<file path="config.mk">
export PLATFORM = sky130hd
export DESIGN_NAME = fetch_unit
export DESIGN_NICKNAME = d
export VERILOG_FILES = /design/src/rtl/fetch_unit.sv
export SDC_FILE = /design/constraint.sdc
export NUM_CORES = 1
export LEC_CHECK = 0
export CORE_MARGIN = 10
export CORE_UTILIZATION = 40
export CTS_BUF_LIST = sky130_fd_sc_hd__clkbuf_8
export CTS_CLUSTER_SIZE = 30
export DETAILED_ROUTE_END_ITERATION = 12
export PLACE_DENSITY = 0.75
export SLEW_MARGIN = 0
export SYNTH_ARGS = -nofsm -noshare
export SYNTH_HDL_FRONTEND = slang
export SYNTH_SLANG_ARGS = --single-unit
</file>
<file path="constraint.sdc">
create_clock -name clk -period 3.7 [get_ports clk]
set_input_delay 0.74 -clock clk [delete_from_list [all_inputs] [get_ports clk]]
set_output_delay 0.74 -clock clk [all_outputs]
set_load 0.01 [all_outputs]
</file>
<file path="src/rtl/fetch_unit.sv">
`default_nettype none
// ============================================================================
// Module      : fetch_unit
// Description : Instruction-fetch stage. Owns the 8-bit PC, captures the
//               instruction word into IR/IRPc/IRValid, and handles branch
//               redirect/flush, stall and end-of-program halt.
//               Optional FetchCount output when FETCH_PERF_CNT_EN is defined.
// Revision    : 1.0 - initial release
// ============================================================================
module fetch_unit #(
  parameter logic [7:0] LAST_ADDR = 8'd31,
  parameter logic [7:0] RESET_PC  = 8'd0
) (
  input  logic        clk,
  input  logic        rst,
  input  logic        Run,
  input  logic        Stall,
  input  logic        BranchTaken,
  input  logic [7:0]  BranchTarget,
  output logic [7:0]  InstrAddr,
  input  logic [15:0] ReadInstr,
  output logic [15:0] IR,
  output logic [7:0]  IRPc,
  output logic        IRValid,
  output logic        Halted
`ifdef FETCH_PERF_CNT_EN
  ,
  output logic [15:0] FetchCount
`endif
);

  typedef enum logic [1:0] {
    S_IDLE  = 2'd0,
    S_FETCH = 2'd1,
    S_HALT  = 2'd2
  } state_t;

  state_t      state_q, state_d;
  logic [7:0]  pc_q, pc_d;
  logic [15:0] ir_q, ir_d;
  logic [7:0]  ir_pc_q, ir_pc_d;
  logic        ir_valid_q, ir_valid_d;
  logic        capture;

  always_comb begin
    state_d    = state_q;
    pc_d       = pc_q;
    ir_d       = ir_q;
    ir_pc_d    = ir_pc_q;
    ir_valid_d = ir_valid_q;
    capture    = 1'b0;
    case (state_q)
      S_IDLE: begin
        ir_valid_d = 1'b0;
        if (Run) begin
          state_d = S_FETCH;
        end
      end
      S_FETCH: begin
        if (BranchTaken) begin
          // Redirect and drop the wrong-path word; target lands one bubble later.
          pc_d       = BranchTarget;
          ir_valid_d = 1'b0;
        end else if (!Stall) begin
          capture    = 1'b1;
          ir_d       = ReadInstr;
          ir_pc_d    = pc_q;
          ir_valid_d = 1'b1;
          if (pc_q == LAST_ADDR) begin
            state_d = S_HALT;
          end else begin
            pc_d = pc_q + 8'd1;
          end
        end
      end
      S_HALT: begin
        if (BranchTaken) begin
          pc_d       = BranchTarget;
          ir_valid_d = 1'b0;
          state_d    = S_FETCH;
        end else if (!Stall) begin
          ir_valid_d = 1'b0;
        end
      end
      default: begin
        state_d = S_IDLE;
      end
    endcase
  end

  always_ff @(posedge clk) begin
    if (rst) begin
      state_q    <= S_IDLE;
      pc_q       <= RESET_PC;
      ir_q       <= 16'h0000;
      ir_pc_q    <= 8'h00;
      ir_valid_q <= 1'b0;
    end else begin
      state_q    <= state_d;
      pc_q       <= pc_d;
      ir_q       <= ir_d;
      ir_pc_q    <= ir_pc_d;
      ir_valid_q <= ir_valid_d;
    end
  end

  assign InstrAddr = pc_q;
  assign IR        = ir_q;
  assign IRPc      = ir_pc_q;
  assign IRValid   = ir_valid_q;
  assign Halted    = (state_q == S_HALT);

`ifdef FETCH_PERF_CNT_EN
  logic [15:0] fetch_count_q, fetch_count_d;

  always_comb begin
    fetch_count_d = fetch_count_q;
    if (capture && (fetch_count_q != 16'hFFFF)) begin
      fetch_count_d = fetch_count_q + 16'd1;
    end
  end

  always_ff @(posedge clk) begin
    if (rst) begin
      fetch_count_q <= 16'h0000;
    end else begin
      fetch_count_q <= fetch_count_d;
    end
  end

  assign FetchCount = fetch_count_q;
`else
  logic unused_capture;
  assign unused_capture = capture;
`endif

endmodule
`default_nettype wire

</file>
==> results.sh <==
export IMPL_synth_seq_cells=35
export IMPL_hold_path_class="register to register"
export IMPL_maxCapViolations=0
export IMPL_layout_drive_gt1_share=0.0588
export IMPL_rows=22
export IMPL_synth_warnings=0
export IMPL_p_per_area_mw_per_mm2=345
export IMPL_hold_viol=0
export IMPL_dieHeight_um=82.0
export IMPL_drt_antenna_violating_nets=0
export IMPL_post_route_period_util=0.641
export IMPL_crit_end="InstrAddr[0]$_SDFFE_PP0P_"
export IMPL_cp_cell_sequence="clkdlybuf4s50_1 -> nor2b_1 -> a311oi_2 -> a22oi_2 -> or3_1 -> a31oi_1"
export IMPL_path_buf_inv=1
export IMPL_cp_arrival_ps=2590
export IMPL_crit_type="input pin to register"
export IMPL_io_pins=63
export IMPL_relSlewSlack=0.389
export IMPL_drt_iter0_markers=77
export IMPL_fmax_mhz=422
export IMPL_path_delay_family="buffers and inverters"
export IMPL_path_depth=6
export IMPL_grt_first_pass_wirelength_um=6520
export IMPL_ir_worst_vdd_mv=0.196
export IMPL_skew_ps=5.95
export IMPL_cp_slowest_cell="clkdlybuf4s50_1"
export IMPL_place_inst=295
export IMPL_grt_pass1_vias=1338
export IMPL_finalSetupViolCount=0
export IMPL_start_util=0.416
export IMPL_fill_cells=350
export IMPL_grt_max_degree=26
export IMPL_avgViaCountPerCell=4.99
export IMPL_layout_commonest_cell="clkdlybuf4s50_1"
export IMPL_required_ps=3920
export IMPL_preCtsSetupSlack_ps=1020
export IMPL_period_minus_slack_ps=2370
export IMPL_worst_path_largest_cell_delay_ps=670
export IMPL_insertion_delay_ps=290
export IMPL_syn_area_sq_mm=0.00154
export IMPL_place_port_buffers=62
export IMPL_fin_cells=303
export IMPL_r2r_setup_slack_ps=1690
export IMPL_cp_start_kind="input pin"
export IMPL_grt_ovfl_total=0
export IMPL_avgRoutedWirePerCell_um=14.1
export IMPL_cts_sinks=35
export IMPL_setup_tns_ps=0
export IMPL_clock_root_buffer="clkbuf_8"
export IMPL_drc_errors=0
export IMPL_leakage_nw=0.760
export IMPL_cts_tree="yes"
export IMPL_place_area_sq_mm=0.00215
export IMPL_hold_buffers=0
export IMPL_dieArea_sq_mm=0.00672
export IMPL_area_growth_pct=45.7
export IMPL_post_route_cell_area_sq_mm=0.00224
export IMPL_ys_types=31
export IMPL_cts_clk_slew_worst_paths_ps=70
export IMPL_cts_max_path_buffers=2
export IMPL_whs_ps=453
export IMPL_syn_area_per_cell_sq_um=7.71
export IMPL_rsz0062_at_grt="false"
export IMPL_cp_end_kind="register"
export IMPL_core_sq_mm=0.00369
export IMPL_max_slew_worst_pin_slew_ps=914
export IMPL_syn_nets=229
export IMPL_wirelength_um=4280
export IMPL_die_w_um=82.0
export IMPL_crit_path_start="BranchTaken"
export IMPL_insertedDiodeCount=0
export IMPL_fin_ws_ps=1330
export IMPL_grt_total_usage=0.123
export IMPL_path_max_fanout=17
export IMPL_vias=1513
export IMPL_routabilityCongestion=0.845
export IMPL_antenna_found_initial=0
export IMPL_syn_inst=199
export IMPL_cts_max_level=2
export IMPL_drv_slew=0
export IMPL_postCtsResizedCells=0
export IMPL_cts_setup_buffers=0
export IMPL_outcome="finished clean"
export IMPL_r2r_end="InstrAddr[2]$_SDFFE_PP0P_"
export IMPL_crit_reg2reg_launch="InstrAddr[0]$_SDFFE_PP0P_"
export IMPL_final_nets=284
export IMPL_regArea_sq_um=701
export IMPL_yosysSeqAreaShare=0.456
export IMPL_hpwl_um=3050
export IMPL_multi_input_area_sq_um=752
export IMPL_rr_worst_depth=6
export IMPL_mostFrequentLayoutCells="clkdlybuf4s50_1 (62), nand2_1 (57), dfxtp_1 (35), a21oi_1 (35), nor2_1 (8)"
export IMPL_firstDrtPassIters=4
export IMPL_cts_buffers=5
layout make-up:
class                      count  area share
clock buffer                   5      0.0308
clock inverter                 3     0.00895
inverter                       2     0.00336
multi-input combinational    147       0.336
sequential                    35       0.313
tap                           48      0.0268
timing repair buffer          63       0.281
state kept, by name, indices dropped and copies added, names as in the netlist:
| signal | count |
|---|---|
| state_q | 2 |
| InstrAddr | 8 |
| IRPc | 8 |
| IR | 16 |
| IRValid | 1 |
power breakdown:
part | internal [mW] | switching [mW] | leakage, nW
clock network | 0.131 | 0.144 | 0.0402
registers | 0.387 | 0.0117 | 0.284
logic | 0.0555 | 0.0429 | 0.436
routing by layer:
layer  vias up  track usage  part of all wire
li1        781            -                 -
met1       679        0.154              0.46
met2        46        0.180              0.43
met3         7       0.0611             0.096
met4         0       0.0408             0.012
met5         -            0                 0
stage by stage:
| stage | total power [mW] | util |
|---|---|---|
| after floorplan | 0.451 | - |
| after global placement | 0.505 | 0.582 |
| after detailed placement | 0.506 | 0.582 |
| after CTS | 0.780 | 0.607 |
| after global routing | 0.800 | 0.607 |
| final | 0.772 | 0.607 |
worst min path at each step:
stage                    startpoint                   end  slack [ps]  cells after the start
2_1_floorplan  IRPc[0]$_SDFFE_PP0P_  IRPc[0]$_SDFFE_PP0P_         480                      2
3_3_place_gp     IR[2]$_SDFFE_PP0P_    IR[2]$_SDFFE_PP0P_         440                      2
3_5_place_dp     IR[6]$_SDFFE_PP0P_    IR[6]$_SDFFE_PP0P_         450                      2
4_1_cts        IRPc[1]$_SDFFE_PP0P_  IRPc[1]$_SDFFE_PP0P_         460                      2
5_1_grt          IR[0]$_SDFFE_PP0P_    IR[0]$_SDFFE_PP0P_         470                      2
6_report       IRPc[1]$_SDFFE_PP0P_  IRPc[1]$_SDFFE_PP0P_         450                      2
Yosys cell counts, drive strengths merged:
library cell	count	area, sq um
ha	1	12.5
nand2b	2	12.5
nor2	8	30.0
dfxtp	35	701
and3	3	20.0
nand3	5	25.0
nor4b	1	8.76
inv	2	7.51
a211oi	2	15.0
or3	1	6.26
nor3	4	25.0
or2	2	12.5
nand3b	3	22.5
a31oi	3	18.8
o32ai	2	17.5
a22oi	1	12.5
nand4	1	6.26
a21o	5	37.5
a21oi	35	175
nor3b	1	7.51
nor2b	4	32.5
a311oi	1	15.0
clkbuf	6	22.5
buf	9	52.6
nand2	57	214
o21ai	5	25.0
worst register-to-register path: cells and delay by family (launching register included):
kind	cells	cell delay (ps)
simple gates	1	250
compound gates	4	1010
flops	1	460
fa+ha+maj	1	230
logic make-up (layout without fill, tap and decap cells):
logic type / after synthesis / in the layout / synth area share
and+or+nand+nor: 92 / 92 / 0.275
AOI/OAI and AO/OA: 54 / 54 / 0.206
DFF: 35 / 35 / 0.456
buffers and inverters: 17 / 73 / 0.0538
adders and majority gates: 1 / 1 / 0.00815
No activity file was read; power rests on OpenSTA's default activity.
